### src/rtl/ps2_key_event_fifo.sv
// Turns changes of the PS/2 held scan code into make/break/extended events and
// queues them in a first-word-fall-through FIFO. Macro PS2_BREAK_FILTER_EN drops break codes.
module ps2_key_event_fifo #(
    parameter int unsigned DEPTH  = 8,
    parameter int unsigned ADDR_W = 3
) (
    input  logic              clk,
    input  logic              rst_n,
    input  logic [15:0]       code_in,
    input  logic              ev_ready,
    input  logic              clr_ovf,
    output logic              ev_valid,
    output logic [15:0]       ev_code,
    output logic              ev_break,
    output logic              ev_ext,
    output logic [ADDR_W:0]   count,
    output logic              overflow
);

    localparam logic [ADDR_W:0] FULL_CNT = (ADDR_W + 1)'(DEPTH);

    logic [15:0]       code_prev;
    logic [17:0]       mem [DEPTH];
    logic [ADDR_W-1:0] rd_ptr;
    logic [ADDR_W-1:0] wr_ptr;
    logic [17:0]       head;

    logic new_ev;
    logic is_brk;
    logic is_ext;
    logic push_req;
    logic pop;
    logic full;
    logic push;
    logic drop;

    always_comb begin
        new_ev = (code_in != code_prev) && (code_in != 16'h0000);
        is_brk = (code_in[15:8] == 8'hF0);
        is_ext = (code_in[15:8] == 8'hE0);
`ifdef PS2_BREAK_FILTER_EN
        push_req = new_ev && !is_brk;
`else
        push_req = new_ev;
`endif
        pop  = (count != '0) && ev_ready;
        full = (count == FULL_CNT);
        // A pop in the same edge frees the slot, so a full FIFO still accepts.
        push = push_req && (!full || pop);
        drop = push_req && full && !pop;
    end

    always_ff @(posedge clk or negedge rst_n) begin
        if (!rst_n) begin
            code_prev <= '0;
            rd_ptr    <= '0;
            wr_ptr    <= '0;
            count     <= '0;
            overflow  <= 1'b0;
            for (int unsigned i = 0; i < DEPTH; i++) begin
                mem[i] <= '0;
            end
        end else begin
            code_prev <= code_in;
            if (push) begin
                mem[wr_ptr] <= {is_ext, is_brk, code_in};
                wr_ptr      <= wr_ptr + 1'b1;
            end
            if (pop) begin
                rd_ptr <= rd_ptr + 1'b1;
            end
            case ({push, pop})
                2'b10:   count <= count + 1'b1;
                2'b01:   count <= count - 1'b1;
                default: count <= count;
            endcase
            if (drop) begin
                overflow <= 1'b1;
            end else if (clr_ovf) begin
                overflow <= 1'b0;
            end
        end
    end

    assign head     = mem[rd_ptr];
    assign ev_valid = (count != '0);
    assign ev_code  = head[15:0];
    assign ev_ext   = head[17];
`ifdef PS2_BREAK_FILTER_EN
    assign ev_break = 1'b0;
`else
    assign ev_break = head[16];
`endif

endmodule

### config.mk
export PLATFORM = sky130hd
export DESIGN_NAME = ps2_key_event_fifo
export DESIGN_NICKNAME = d
export VERILOG_FILES = /design/src/rtl/ps2_key_event_fifo.sv
export SDC_FILE = /design/constraint.sdc
export NUM_CORES = 1
export LEC_CHECK = 0
export CAP_MARGIN = 20
export CORE_MARGIN = 1.5
export CORE_UTILIZATION = 29
export DETAILED_ROUTE_END_ITERATION = 16
export PLACE_DENSITY = 0.53
export SLEW_MARGIN = 20
export SYNTH_ARGS = -nofsm -noshare
export SYNTH_HDL_FRONTEND = slang
export SYNTH_SLANG_ARGS = --single-unit
### constraint.sdc
create_clock -name clk -period 4.9 [get_ports clk]
set_input_delay 0.735 -clock clk [delete_from_list [all_inputs] [get_ports clk]]
set_output_delay 0.735 -clock clk [all_outputs]
set_load 0.01 [all_outputs]
# --- Word-level counts from Yosys, hierarchy flattened ---
# Index checks and enable logic that the tools add are counted.
classes:
  add_sub_neg: 4
  n_lt_le_gt_ge: 3
  n_eq_ne: 6
  n_mux: 9
  bitwise: 2
  reduce_logical: 13
ops:
  columns: ["cell", "n"]
  rows:
  - ["bitwise mux 144 bit", 1]
  - ["binary-select mux 18 bit (select 3 bit)", 1]
  - ["demux 18 bit (select 3 bit)", 1]
  - ["2-to-1 mux 18 bit", 3]
  - ["equality test 8 bit (second input constant)", 2]
  - ["!= test 16 bit", 1]
  - ["nonzero test 16 bit", 1]
  - [">= comparator 4 bit (second input constant)", 2]
  - ["NOT 3 -> 4 bit", 2]
  - ["one-hot mux 4 bit (2 select lines)", 1]
  - ["adder 3 x 1 -> 3 bit (second input constant)", 2]
  - ["logical AND 1 bit", 6]
  - ["adder 4 x 1 -> 4 bit (second input constant)", 1]
  - ["equality test 4 bit (second input constant)", 1]
  - ["< comparator 4 x 1 -> 1 bit (second input constant)", 1]
  - ["nonzero test 2 bit", 2]
  - ["nonzero test 4 bit", 1]
  - ["subtractor 4 x 1 -> 4 bit (second input constant)", 1]
  - ["equality test 2 x 1 -> 1 bit (second input constant)", 1]
  - ["equality test 2 bit (second input constant)", 1]
  - ["logical NOT 1 bit", 2]
  - ["2-to-1 mux 1 bit", 2]
  - ["logical OR 1 bit", 1]
word_totals:
  regBits: 171
  in_bits: 20
  out_inout_bits: 24
  elab_cells: 50

# --- Longest topological paths before layout ---
depth:
  word_depth: 6
  mapped_depth: 14

# --- Least setup slack after synthesis ---
# OpenSTA, ideal clock, no wires.
synth_timing:
  path_kind: "in2reg"
  startpoint: "input code_in[1]"
  endpoint: "register count[2]"
  setup_ns: 0.130
  t_arrival_ns: 2.786
  slack_ns: 1.984
  stages: 14
  path_buffers: 2
  path_cell_list: "buf_4 xnor2_1 nand4_1 nor4_2 buf_6 nor2_1 inv_1 ha_1 xor2_1 ha_1 a21oi_1 xor2_1 nor2_1 xor2_1"
synth_between:
  elab_chain_cells: 5
synth_rtl:
  columns: ["item", "line_no", "source"]
  rows:
  - ["from (decl)", "9", "input logic [15:0] code_in,"]
  - ["!= test 16 bit / nonzero test 16 bit (equally long branches)", "38", "new_ev = (code_in != code_prev) && (code_in != 16'h0000);"]
  - ["logical AND 1 bit *", "38", null]
  - ["logical AND 1 bit *", "49", "push = push_req && (!full || pop);"]
  - ["equality test 2 x 1 -> 1 bit / equality test 2 bit (equally long branches)", "72", "case ({push, pop})"]
  - ["one-hot mux 4 bit (2 select lines) / nonzero test 2 bit (equally long branches)", null, null]
  - ["to (signal assigned)", "73", "2'b10: count <= count + 1'b1;"]
  - ["to (signal assigned)", "74", "2'b01: count <= count - 1'b1;"]
  - ["to (signal assigned)", "75", "default: count <= count;"]
  - ["to (decl)", "16", "output logic [ADDR_W:0] count,"]
# Mark *: on every way between the ends. The rest lies on a longest branch, timed or not.
# A chain may end at the register's enable or synchronous reset.

# --- Final worst setup path ---
layout_timing:
  startpoint: "register rd_ptr[1]"
  endpoint: "output ev_code[1]"
layout_between:
  elab_chain_cells: 4
layout_rtl:
  columns: ["item", "line_no", "source"]
  rows:
  - ["from (decl)", "24", "logic [ADDR_W-1:0] rd_ptr;"]
  - ["from (signal assigned)", "70", "rd_ptr <= rd_ptr + 1'b1;"]
  - ["NOT 3 -> 4 bit (implied by the code)", "85", "assign head = mem[rd_ptr];"]
  - ["binary-select mux 18 bit (select 3 bit)", "85", null]
  - ["2-to-1 mux 18 bit (implied by the code) (2 in series)", "85", null]
  - ["to (decl)", "13", "output logic [15:0] ev_code,"]
# Every way passes these cells. The select of a mux whose other input is x is not followed.

==> impl_summary.md <==
Outcome
The run finished with clean final reports.

CTS
The number of clock buffers inserted by TritonCTS is 17. The number of buffers on the longest clock path is 2. TritonCTS built the clock tree.

In this run the number of H-tree levels came out at 4. The number of resized instances in the post-cts repair step is 0. The count of hold buffers inserted by post-cts repair is 0. The CTS sink count is 171. The clock-pin slew of the registers on the worst-case setup and hold paths is approximately 0.070 ns. At the later pin of the worst-skew pair, clock insertion delay measures 0.43 ns. The number of buffers inserted by post-CTS setup repair is 0.

The root cell of the clock tree is sky130_fd_sc_hd__clkbuf_16.

Timing
The count of final max-slew check failures is 0. Setup repair after global routing left no endpoint under its margin. The worst max-slew margin expressed relative to the limit is 0.353. The final cycle utilization of the critical path is 0.729. Once routing completed, OpenROAD measured the worst setup slack at roughly 1.3 ns. The final hold violation count was 0. The worst path in the final design needs a cycle of approximately 3.6 ns, including I/O delays and setup. For this run, the top clock speed supported by timing is roughly 0.28 GHz.

The final number of setup-violating endpoints is 0. For the final database, setup skew stands at 0.00903 ns. The pin slew with the least headroom to its limit is between 0.9 and 1 ns. Setup total negative slack on the finished layout was measured at 0 ns.

Floorplan
The floorplan step set the die width to 168 µm. The floorplan die area is 0.0283 mm². For this configuration, the core starts out at a cell density of 0.295. The area of the core region is 0.0269 mm². The number of standard-cell rows in the floorplan is 60. In this run the vertical extent of the chip is 168 µm. The number of primary I/O pins is between 40 and 50.

Logic synthesis
In the synthesized netlist the dominant register cell turns out to be sky130_fd_sc_hd__dfrtp_1. In the synthesized netlist, the number of instances is about 490. The number of enable-type register cells in the synthesized netlist is 0. The number of nets produced by synthesis is 518.

Yosys mapped the design onto 34 distinct sky130hd cell types. In this run the mean area of a mapped cell was roughly 16 µm². The share of synthesized area in the top cell type comes to 0.540. For this run, the register share of the synthesized area comes to 0.540. After synthesis, the cell types taking the most area are sky130_fd_sc_hd__dfrtp_1 54%, sky130_fd_sc_hd__mux2_2 19%, sky130_fd_sc_hd__mux4_2 10%, sky130_fd_sc_hd__mux2_1 3.1%, sky130_fd_sc_hd__xnor2_1 2.1%. The summed instance area of the synthesized netlist is roughly 0.0079 mm².

The largest area contributor in the synthesized netlist is sky130_fd_sc_hd__dfrtp_1. The share of async-settable or async-resettable flops after synthesis is 1.00. Yosys printed 0 warnings. The count of state elements after synthesis is ~170.

Place
The placement-stage worst setup slack is 1.10 ns. Detailed placement finished with a half-perimeter wire length of between 10 and 15 mm. The final RePlAce weighted congestion is roughly 0.72. The placement-stage cell area is 0.00866 mm². The count of input and output buffers is 43.

GRT
The number of antenna violations at the first check in global routing is 0. The number of global-route vias before repair came to between 4,000 and 5,000. The first-pass GRT wire length is around 28 mm.

The global router's overall resource usage is 0.130. The maximum number of pins on one net before global-route repair is just over 100. The remaining global-route overflow is 0.

Cells and area
The library cell used most frequently in the layout, excluding fill and tap cells, is sky130_fd_sc_hd__dfrtp_1. The fraction of the core area covered by cells at the end of the flow is 0.346. The final-stage net count is roughly 550. In the final layout, the share of cells above drive strength 1 is 0.433. The library cells used most frequently in the layout, excluding fill and tap cells, are 170 x sky130_fd_sc_hd__dfrtp_1, 132 x sky130_fd_sc_hd__mux2_2, 42 x sky130_fd_sc_hd__clkdlybuf4s50_1. The finished cells cover around 0.0093 mm². The antenna diode count is 0.

The layout-stage area growth over the synthesis result is 17.2%.

Critical path
The data arrival time of the critical path is ~2.8 ns. The worst setup path is captured at an output port. The largest fanout of any net on the critical path is 22. The slowest library cell on the worst path is sky130_fd_sc_hd__dfrtp_1. For flop-to-flop paths, the worst setup slack is between 2 and 2.5 ns. The family with the most delay on the worst path is flip-flops.

The worst register-to-register path ends at count[2]. Traced cell by cell, the critical path runs through buf_12 -> mux4_2 -> mux2_2 -> clkdlybuf4s50_1. The number of cells on the worst reg-to-reg path is 13. Together, buffers and inverters on the worst path number 2. The required arrival time at the worst endpoint is roughly 4.2 ns. In this run the critical register-to-register path is launched from code_prev[10]. The delay of the slowest cell on the worst path is roughly 0.98 ns. The critical path class is reg2out. The startpoint type of the worst setup path is a flip-flop.

Drt
The detailed router put a total of 8.16 mm of wire on met1. In the routed design, unresolved DRC markers number 0. The number of violations reported at the end of detailed-routing iteration 0 is around 190. For this run, the detailed router's first-pass iteration total came to 4.

The met2 routed wirelength is between 8 and 9 mm. The count of vias placed by the detailed router is about 4,300. Using the TritonRoute via totals, the vias-per-cell ratio works out to 4.86. Routed signal wires occupy layers up through met4. The sum of met3 wire segment lengths after detailed routing is ~550 µm.

The routed wirelength normalized by instance count is roughly 20 µm. The number of nets with antenna violations after detailed routing is 0. The total wire length after detailed routing is between 15 and 20 mm.

Power
The highest ir drop seen on vdd is approximately 390 µV. In this run the static leakage power is 3.78 nW. The power density of the placed cells is around 720 mW/mm².

Min path
The path class of the tightest hold or removal check is in2async.

Run
Across the run, the number of max-cap violations was 0.
cell families after synthesis:
kind of cell	share of synthesized area
and+or+nand+nor	0.0414
muxes	0.340
AOI/OAI and AO/OA	0.00474
buffers and inverters	0.0382
DFF	0.540
adders and majority gates	0.00790
xor gates and xnor gates	0.0276
worst max path at each step:
| stage | depth (start not counted) | endpoint | slack, ns | start |
|---|---|---|---|---|
| 2_1_floorplan | 14 | count[2] | 1.98 | code_in[1] |
| 3_3_place_gp | 14 | count[2] | 1.13 | code_in[14] |
| 3_5_place_dp | 14 | count[2] | 1.10 | code_in[14] |
| 4_1_cts | 4 | ev_code[1] | 1.30 | rd_ptr[1] |
| 5_1_grt | 4 | ev_code[1] | 1.25 | rd_ptr[1] |
| 6_report | 4 | ev_code[1] | 1.33 | rd_ptr[1] |
metrics by stage:
step / std cells / total power (W) / hold slack [ns]
floorplan: 493 / 0.00429 / 0.439
global placement: 849 / 0.00523 / 0.469
detailed placement: 849 / 0.00532 / 0.477
CTS: 881 / 0.00680 / 0.469
global route: 881 / 0.00707 / 0.499
finish: 881 / 0.00668 / 0.422
cell type report:
type / instances / area [µm²]
clock buffer: 17 / 425
clock inverter: 15 / 209
fill: 2613 / 17600
inverter: 4 / 15.0
multi-input combinational: 277 / 3340
sequential: 171 / 4280
tap: 341 / 427
timing repair buffer: 56 / 592
cell usage after synthesis, types with 2 or more instances:
| cell type | n |
|---|---|
| sky130_fd_sc_hd__nand2b_1 | 4 |
| sky130_fd_sc_hd__buf_2 | 10 |
| sky130_fd_sc_hd__a21oi_1 | 2 |
| sky130_fd_sc_hd__nor2_1 | 5 |
| sky130_fd_sc_hd__inv_1 | 4 |
| sky130_fd_sc_hd__ha_1 | 5 |
| sky130_fd_sc_hd__mux2_4 | 10 |
| sky130_fd_sc_hd__nor4_1 | 4 |
| sky130_fd_sc_hd__buf_4 | 16 |
| sky130_fd_sc_hd__o22ai_1 | 2 |
| sky130_fd_sc_hd__nand2_1 | 4 |
| sky130_fd_sc_hd__dfrtp_1 | 171 |
| sky130_fd_sc_hd__nor4b_4 | 3 |
| sky130_fd_sc_hd__or4_1 | 3 |
| sky130_fd_sc_hd__xnor2_1 | 19 |
| sky130_fd_sc_hd__xor2_1 | 6 |
| sky130_fd_sc_hd__buf_6 | 6 |
| sky130_fd_sc_hd__mux2_2 | 132 |
| sky130_fd_sc_hd__o21ai_0 | 3 |
| sky130_fd_sc_hd__nand3b_1 | 3 |
| sky130_fd_sc_hd__nand4_1 | 6 |
| sky130_fd_sc_hd__mux4_2 | 36 |
| sky130_fd_sc_hd__mux2_1 | 22 |
| sky130_fd_sc_hd__clkbuf_1 | 7 |
sequential cells by signal (all words and copies together), names as in the netlist:
name / cells
count: 4
code_prev: 16
wr_ptr: 3
overflow: 1
mem: 144
rd_ptr: 3
power breakdown:
| part | switching, W | internal, W | total, W |
|---|---|---|---|
| registers | 0.000381 | 0.00202 | 0.00240 |
| clock network | 0.000583 | 0.000863 | 0.00145 |
| logic | 0.00111 | 0.00172 | 0.00283 |
worst reg2reg max path, delay by kind of cell (launching register included):
family	cells	cell delay [ns]
AND/OR/NAND/NOR	4	0.62
XOR/XNOR	4	0.60
adder cells (fa/ha/maj)	2	0.43
flip-flops	1	0.37
buffers and inverters	2	0.35
AO/OA/AOI/OAI	1	0.14
routing by layer:
layer | global-route usage | vias up
li1 | - | 1871
met1 | 0.171 | 2330
met2 | 0.215 | 67
met3 | 0.0266 | 16
met4 | 0.0404 | 0
met5 | 0 | -
(Power assumes the default switching activity.)
